<file path="src/rtl/snn_pkg.sv">
// Shared types and arithmetic helpers for the SNN core neuron scheduler.
package snn_pkg;

  typedef enum logic [2:0] {
    ST_IDLE,
    ST_FETCH,
    ST_LOAD,
    ST_INTEGRATE,
    ST_LEAK,
    ST_FIRE,
    ST_SPIKE
  } state_e;

  localparam logic RESET_ABSOLUTE = 1'b0;
  localparam logic RESET_LINEAR   = 1'b1;

  // Signed add of two sign-extended operands, clamped to a w-bit signed range.
  function automatic int sat_add(input int a, input int b, input int w);
    longint sum;
    longint hi;
    longint lo;
    sum = longint'(a) + longint'(b);
    hi  = (longint'(1) <<< (w - 1)) - longint'(1);
    lo  = -(longint'(1) <<< (w - 1));
    if (sum > hi) return int'(hi);
    if (sum < lo) return int'(lo);
    return int'(sum);
  endfunction

endpackage

</file>
<file path="src/rtl/neuron_update.sv">
// Combinational threshold / reset evaluation applied to the leaked accumulator.
module neuron_update
  import snn_pkg::*;
#(
  parameter int POTENTIAL_WIDTH = 9,
  parameter int THRESHOLD_WIDTH = 9,
  parameter int NUM_RESET_MODES = 2
) (
  input  logic signed [POTENTIAL_WIDTH-1:0] acc_i,
  input  logic signed [THRESHOLD_WIDTH-1:0] pos_thr_i,
  input  logic signed [THRESHOLD_WIDTH-1:0] neg_thr_i,
  input  logic signed [THRESHOLD_WIDTH-1:0] reset_pot_i,
  input  logic                              reset_mode_i,
  output logic                              fire_o,
  output logic signed [POTENTIAL_WIDTH-1:0] new_pot_o
);

  always_comb begin
    fire_o    = 1'b0;
    new_pot_o = acc_i;
    if (int'(acc_i) >= int'(pos_thr_i)) begin
      fire_o = 1'b1;
      if (NUM_RESET_MODES > 1 && reset_mode_i == RESET_LINEAR)
        new_pot_o = POTENTIAL_WIDTH'(sat_add(int'(acc_i), -int'(pos_thr_i), POTENTIAL_WIDTH));
      else
        new_pot_o = POTENTIAL_WIDTH'(int'(reset_pot_i));
    end else if (int'(acc_i) < int'(neg_thr_i)) begin
      new_pot_o = POTENTIAL_WIDTH'(int'(neg_thr_i));
    end
  end

endmodule

</file>
<file path="src/rtl/neuron_scheduler.sv">
// Per-tick sequencer: walks every neuron and axon, integrates, leaks, fires and writes back.
module neuron_scheduler
  import snn_pkg::*;
#(
  parameter int NUM_AXONS       = 256,
  parameter int NUM_NEURONS     = 256,
  parameter int WEIGHT_WIDTH    = 9,
  parameter int POTENTIAL_WIDTH = 9,
  parameter int LEAK_WIDTH      = 9,
  parameter int THRESHOLD_WIDTH = 9,
  parameter int NUM_WEIGHTS     = 4,
  parameter int NUM_RESET_MODES = 2,
  localparam int TW = (NUM_WEIGHTS > 1) ? $clog2(NUM_WEIGHTS) : 1,
  localparam int AW = (NUM_AXONS > 1) ? $clog2(NUM_AXONS) : 1,
  localparam int NW = (NUM_NEURONS > 1) ? $clog2(NUM_NEURONS) : 1
) (
  input  logic                                  clk_i,
  input  logic                                  rst_i,
  input  logic                                  tick_i,
  input  logic [NUM_AXONS-1:0]                  axon_spikes_i,
  input  logic [NUM_AXONS*TW-1:0]               axon_types_i,
  output logic                                  mem_rd_en_o,
  output logic [NW-1:0]                         mem_addr_o,
  input  logic [NUM_AXONS-1:0]                  syn_row_i,
  input  logic [NUM_WEIGHTS*WEIGHT_WIDTH-1:0]   nrn_weights_i,
  input  logic signed [LEAK_WIDTH-1:0]          nrn_leak_i,
  input  logic signed [THRESHOLD_WIDTH-1:0]     nrn_pos_thr_i,
  input  logic signed [THRESHOLD_WIDTH-1:0]     nrn_neg_thr_i,
  input  logic signed [THRESHOLD_WIDTH-1:0]     nrn_reset_pot_i,
  input  logic                                  nrn_reset_mode_i,
  input  logic signed [POTENTIAL_WIDTH-1:0]     nrn_potential_i,
  output logic                                  pot_we_o,
  output logic signed [POTENTIAL_WIDTH-1:0]     pot_wdata_o,
  output logic [WEIGHT_WIDTH-1:0]               integ_weight_o,
  output logic                                  integ_axon_o,
  output logic                                  integ_syn_o,
  input  logic signed [POTENTIAL_WIDTH-1:0]     integ_potential_i,
  output logic                                  spike_valid_o,
  output logic [NW-1:0]                         spike_neuron_o,
  input  logic                                  spike_ready_i,
  output logic                                  busy_o,
  output logic                                  done_o,
  output logic                                  overrun_o,
  output state_e                                dbg_state_o
);

  state_e                             state_q, state_d;
  logic [NUM_AXONS-1:0]               spikes_q, row_q;
  logic [AW-1:0]                      axon_q;
  logic [NW-1:0]                      nrn_q;
  logic [NUM_WEIGHTS*WEIGHT_WIDTH-1:0] weights_q;
  logic signed [LEAK_WIDTH-1:0]       leak_q;
  logic signed [THRESHOLD_WIDTH-1:0]  pos_thr_q, neg_thr_q, reset_pot_q;
  logic                               mode_q;
  logic signed [POTENTIAL_WIDTH-1:0]  acc_q;
  logic                               overrun_q;
  logic                               advance;
  logic                               fire;
  logic signed [POTENTIAL_WIDTH-1:0]  new_pot;
  logic [TW-1:0]                      cur_type;
  logic                               axon_last, nrn_last;

  assign axon_last   = (axon_q == AW'(NUM_AXONS - 1));
  assign nrn_last    = (nrn_q == NW'(NUM_NEURONS - 1));
  assign cur_type    = axon_types_i[int'(axon_q)*TW +: TW];
  assign busy_o      = (state_q != ST_IDLE);
  assign overrun_o   = overrun_q;
  assign dbg_state_o = state_q;

  neuron_update #(
    .POTENTIAL_WIDTH(POTENTIAL_WIDTH),
    .THRESHOLD_WIDTH(THRESHOLD_WIDTH),
    .NUM_RESET_MODES(NUM_RESET_MODES)
  ) u_update (
    .acc_i       (acc_q),
    .pos_thr_i   (pos_thr_q),
    .neg_thr_i   (neg_thr_q),
    .reset_pot_i (reset_pot_q),
    .reset_mode_i(mode_q),
    .fire_o      (fire),
    .new_pot_o   (new_pot)
  );

  // Spike handshake: spike_valid_o rises in FIRE and, once up, stays up with a
  // stable spike_neuron_o until the cycle spike_ready_i is high; that cycle is
  // the transfer and the sequencer moves on in the same cycle.
  always_comb begin
    state_d        = state_q;
    advance        = 1'b0;
    mem_rd_en_o    = 1'b0;
    mem_addr_o     = '0;
    pot_we_o       = 1'b0;
    pot_wdata_o    = '0;
    integ_weight_o = '0;
    integ_axon_o   = 1'b0;
    integ_syn_o    = 1'b0;
    spike_valid_o  = 1'b0;
    spike_neuron_o = '0;
    done_o         = 1'b0;
    case (state_q)
      ST_IDLE: if (tick_i) state_d = ST_FETCH;
      ST_FETCH: begin
        mem_rd_en_o = 1'b1;
        mem_addr_o  = nrn_q;
        state_d     = ST_LOAD;
      end
      ST_LOAD: state_d = ST_INTEGRATE;
      ST_INTEGRATE: begin
        integ_axon_o   = spikes_q[axon_q];
        integ_syn_o    = row_q[axon_q];
        integ_weight_o = weights_q[int'(cur_type)*WEIGHT_WIDTH +: WEIGHT_WIDTH];
        if (axon_last) state_d = ST_LEAK;
      end
      ST_LEAK: state_d = ST_FIRE;
      ST_FIRE: begin
        pot_we_o    = 1'b1;
        pot_wdata_o = new_pot;
        mem_addr_o  = nrn_q;
        if (fire) begin
          spike_valid_o  = 1'b1;
          spike_neuron_o = nrn_q;
        end
        if (fire && !spike_ready_i) state_d = ST_SPIKE;
        else advance = 1'b1;
      end
      ST_SPIKE: begin
        spike_valid_o  = 1'b1;
        spike_neuron_o = nrn_q;
        if (spike_ready_i) advance = 1'b1;
      end
      default: state_d = ST_IDLE;
    endcase
    // Leaving a neuron costs no extra cycle: choose the next one here.
    if (advance) begin
      if (nrn_last) begin
        state_d = ST_IDLE;
        done_o  = 1'b1;
      end else begin
        state_d = ST_FETCH;
      end
    end
  end

  always_ff @(posedge clk_i or posedge rst_i) begin
    if (rst_i) begin
      state_q     <= ST_IDLE;
      spikes_q    <= '0;
      row_q       <= '0;
      axon_q      <= '0;
      nrn_q       <= '0;
      weights_q   <= '0;
      leak_q      <= '0;
      pos_thr_q   <= '0;
      neg_thr_q   <= '0;
      reset_pot_q <= '0;
      mode_q      <= 1'b0;
      acc_q       <= '0;
      overrun_q   <= 1'b0;
    end else begin
      state_q   <= state_d;
      overrun_q <= tick_i && (state_q != ST_IDLE);
      case (state_q)
        ST_IDLE: begin
          if (tick_i) begin
            spikes_q <= axon_spikes_i;
            nrn_q    <= '0;
          end
        end
        ST_LOAD: begin
          row_q       <= syn_row_i;
          weights_q   <= nrn_weights_i;
          leak_q      <= nrn_leak_i;
          pos_thr_q   <= nrn_pos_thr_i;
          neg_thr_q   <= nrn_neg_thr_i;
          reset_pot_q <= nrn_reset_pot_i;
          mode_q      <= nrn_reset_mode_i;
          acc_q       <= nrn_potential_i;
          axon_q      <= '0;
        end
        ST_INTEGRATE: begin
          acc_q  <= POTENTIAL_WIDTH'(sat_add(int'(acc_q), int'(integ_potential_i), POTENTIAL_WIDTH));
          axon_q <= axon_q + AW'(1);
        end
        ST_LEAK: acc_q <= POTENTIAL_WIDTH'(sat_add(int'(acc_q), int'(leak_q), POTENTIAL_WIDTH));
        default: ;
      endcase
      if (advance && !nrn_last) nrn_q <= nrn_q + NW'(1);
    end
  end

endmodule

</file>
<file path="config.mk">
export PLATFORM = sky130hd
export DESIGN_NAME = neuron_scheduler
export DESIGN_NICKNAME = d
export VERILOG_FILES = /design/src/rtl/snn_pkg.sv /design/src/rtl/neuron_update.sv /design/src/rtl/neuron_scheduler.sv
export SDC_FILE = /design/constraint.sdc
export NUM_CORES = 2
export LEC_CHECK = 0
export ABC_AREA = 1
export CORE_AREA = 2 2 457 459
export DETAILED_ROUTE_END_ITERATION = 16
export DIE_AREA = 0 0 459 461
export PLACE_DENSITY_LB_ADDON = 0.25
export SETUP_SLACK_MARGIN = 0.1
export SLEW_MARGIN = 20
export SYNTH_ARGS = -nofsm -noshare
export SYNTH_HDL_FRONTEND = slang
export SYNTH_SLANG_ARGS = --single-unit
</file>
<file path="constraint.sdc">
create_clock -name clk_i -period 23 [get_ports clk_i]
set_input_delay 3.45 -clock clk_i [delete_from_list [all_inputs] [get_ports clk_i]]
set_output_delay 3.45 -clock clk_i [all_outputs]
set_load 0.01 [all_outputs]
</file>
==> results.sh <==
export IMPL_status="finished, final reports clean"
export IMPL_cts_tree="yes"
export IMPL_viasPerCell=4.34
export IMPL_synth_cell_area_um2=36200
export IMPL_worstPathArrival_ps=6960
export IMPL_finalClockSkew_ps=43.7
export IMPL_busiest_layer="met2"
export IMPL_tightest_slew_ps=1110
export IMPL_drt_wl_total_mm=200
export IMPL_row_count=167
export IMPL_clk_latency_ps=710
export IMPL_die_w_um=459
export IMPL_ys_ff_latch=614
export IMPL_yosysSeqAreaShare=0.424
export IMPL_avgRoutedWirePerCell_um=22.3
export IMPL_antenna_found_initial=55
export IMPL_clkPwrFrac=0.191
export IMPL_dieArea_um2=212000
export IMPL_path_class="in2out"
export IMPL_synth_edff_count=0
export IMPL_syn_num_nets=6419
export IMPL_max_freq_ghz=0.0961
export IMPL_grt_pass1_vias=39300
export IMPL_pre_cts_slack_ps=12380
export IMPL_root_buffer="clkbuf_16"
export IMPL_use_met2=0.323
export IMPL_hold_class="reg2reg"
export IMPL_fin_tns_setup_ps=0
export IMPL_place_congestion=0.909
export IMPL_design_area_um2=52700
export IMPL_initial_core_util=0.176
export IMPL_crit_fanout=19
export IMPL_crit_top_cell="nand3_1"
export IMPL_dr_first_iter_drc_count=2838
export IMPL_hpwl_mm=144
export IMPL_cap_violations=0
export IMPL_crit_path_start_kind="input port"
export IMPL_slew_headroom=0.257
export IMPL_port_buffers=1163
export IMPL_rsz0062_at_grt="false"
export IMPL_synthToLayoutAreaGrowth_pct=45.5
export IMPL_ios=1164
export IMPL_synth_top_flop_cell="dfrtp_1"
export IMPL_ys_warn_count=0
export IMPL_coreArea_um2=206000
export IMPL_drive_gt1_frac=0.0358
export IMPL_fin_crit_sh=0.452
export IMPL_register_area_um2=15400
export IMPL_swShare=0.468
export IMPL_use_met1=0.218
export IMPL_cp_slowest_cell="o21ai_0"
export IMPL_final_max_slew_viol_count=0
export IMPL_grt_pass1_wl_mm=281
export IMPL_holdBufCountCts=0
export IMPL_numCtsBuffers=76
export IMPL_grt_overflow_total=0
export IMPL_grt_max_degree=209
export IMPL_drc=0
export IMPL_nFillCells=23000
export IMPL_powerDensity_nw_per_um2=124
export IMPL_required_ps=19550
export IMPL_ys_types=53
export IMPL_p_int_mw=3.47
export IMPL_firstDrtPassIters=5
export IMPL_synth_avg_cell_area_um2=6.90
export IMPL_finalSetupViolations=0
export IMPL_multi_input_comb_area_um2=17600
export IMPL_min_period_ps=10410
export IMPL_ir_drop_mv=0.0755
export IMPL_hold_violations=0
export IMPL_syn_inst=5250
export IMPL_dieHeight_um=461
export IMPL_max_stage_delay_ps=730
export IMPL_h_tree_depth=3
export IMPL_cts_sinks=614
export IMPL_seqPwrFrac=0.291
export IMPL_p_comb_frac=0.518
export IMPL_power_leakage_nw=23.6
export IMPL_num_nets_final=7350
export IMPL_final_antenna_net_count=0
export IMPL_post_cts_resized=0
export IMPL_clkSlewWorstSetupHoldPaths_ps=60
export IMPL_endpoint_kind="output pin"
export IMPL_placed_area_um2=50100
export IMPL_track_usage=0.181
export IMPL_met3_usage=0.0319
export IMPL_vias=38900
export IMPL_cts_setup_buffers=0
export IMPL_cp_cell_sequence="clkdlybuf4s50_1 -> o21ai_0 -> o211ai_1 -> nand3_1 -> nand3_1 -> nand3_1 -> nand3_2 -> nand3_4 -> nand2_4 -> nand2_1 -> nand3_1 -> a21oi_1 -> clkdlybuf4s50_1"
export IMPL_synthArstFlopShare=1.00
export IMPL_p_switching_mw=3.05
export IMPL_worst_slack_ps=12590
export IMPL_clk_path_buf_depth=3
state kept, by name, summed over array words and instances (netlist names):
register     cells
reset_pot_q      9
row_q          256
mode_q           1
weights_q       36
spikes_q       256
neg_thr_q        9
axon_q           8
nrn_q            8
dbg_state_o      3
pos_thr_q        9
overrun_o        1
acc_q            9
leak_q           9
synth_stat cells, types with 3 or more instances:
cell type / n / area, um^2
nand2_1: 1889 / 7090
dfrtp_1: 614 / 15400
o21ai_0: 611 / 3060
nand3_1: 532 / 2660
inv_1: 429 / 1610
nor2_1: 265 / 995
a21oi_1: 231 / 1160
clkbuf_1: 199 / 747
buf_2: 107 / 536
o22ai_1: 58 / 363
o21ai_1: 52 / 260
ha_1: 37 / 463
xor2_1: 20 / 175
buf_1: 19 / 71.3
buf_4: 18 / 135
buf_6: 18 / 203
o211ai_2: 16 / 200
o211ai_1: 14 / 105
or2_1: 14 / 87.6
fa_1: 13 / 260
nor3_1: 13 / 65.1
o311ai_0: 8 / 70.1
nand4_1: 7 / 43.8
a31oi_1: 5 / 31.3
xnor2_1: 5 / 43.8
inv_2: 4 / 15.0
o311ai_1: 4 / 35.0
nand2_2: 3 / 18.8
nand3b_1: 3 / 22.5
o221ai_1: 3 / 26.3
o31a_1: 3 / 26.3
or2_0: 3 / 18.8
or2_2: 3 / 18.8
layout by cell type (no fill, tap or decap), types with 4 or more instances in the layout:
master,Yosys,layout
nand2_1,1889,1889
clkdlybuf4s50_1,0,1163
o21ai_0,611,611
dfrtp_1,614,607
nand3_1,532,532
inv_1,429,425
nor2_1,265,263
a21oi_1,231,231
clkbuf_16,0,77
o22ai_1,58,58
o21ai_1,52,52
buf_4,18,44
ha_1,37,37
clkbuf_8,0,25
diode_2,0,23
xor2_1,20,20
o211ai_2,16,16
clkbuf_1,199,15
o211ai_1,14,14
or2_1,14,14
nor3_1,13,13
fa_1,13,13
clkinv_2,0,8
o311ai_0,8,8
nand4_1,7,7
buf_12,0,7
xnor2_1,5,5
a31oi_1,5,5
dfrtp_4,0,5
inv_6,0,4
o311ai_1,4,4
routing by layer:
metal  up-vias  wire [um]
li1      18800          -
met3       244      10800
met4        18       5800
met1     18600      82200
met5         -        115
met2      1289     101000
worst max-delay path: cells and delay by family:
| family | cells | cell delay [ps] |
|---|---|---|
| AOI/OAI and AO/OA | 3 | 1160 |
| and+or+nand+nor | 8 | 1310 |
| buffers and inverters | 2 | 1000 |
layout make-up:
type | count | share of cell area
multi-input combinational | 3839 | 0.333
timing repair buffer | 1214 | 0.230
inverter | 436 | 0.0320
sequential | 614 | 0.292
clock inverter | 16 | 0.00441
tap | 2704 | 0.0641
clock buffer | 117 | 0.0441
antenna | 23 | 0.00109
path summary, 6_finish.rpt:
check	depth (start not counted)	endpoint	slack, ps	from
setup reg to reg	8	row_q[72]	19100	dbg_state_o[0]
max in group asynchronous	5	axon_q[2]	16810	rst_i
setup / recovery	13	integ_weight_o[4]	12590	axon_types_i[2]
hold reg to reg	2	row_q[169]	460	row_q[169]
min in group asynchronous	2	spikes_q[105]	3290	rst_i
hold / removal	2	row_q[169]	460	row_q[169]
logic make-up (layout without fill, tap and decap cells):
| family | after synthesis | in the layout | synth area share |
|---|---|---|---|
| other cells | 0 | 23 | 0 |
| compound gates | 1020 | 1020 | 0.151 |
| simple gates | 2744 | 2744 | 0.308 |
| flops | 614 | 614 | 0.424 |
| xor+xnor | 25 | 25 | 0.00604 |
| buf+inv | 797 | 1783 | 0.0919 |
| fa+ha+maj | 50 | 50 | 0.0200 |
stage by stage:
step                std cells  hold slack [ps]  power, mW  utilization
global placement         8807              448       5.30        0.243
global route             8960              477       7.11        0.255
finish                   8963              462       6.52        0.255
floorplan                5250              437       4.07            -
detailed placement       8807              453       5.34        0.243
CTS                      8940              467       6.62        0.255
power by group through the flow:
stage	registers [mW]	clock network, mW	logic, mW
after global placement	1.90	0	3.40
after detailed placement	1.91	0	3.43
after CTS	1.90	1.28	3.44
after floorplan	1.79	0	2.28
after global routing	1.96	1.32	3.84
final	1.89	1.25	3.38
(Power assumes the default switching activity.)
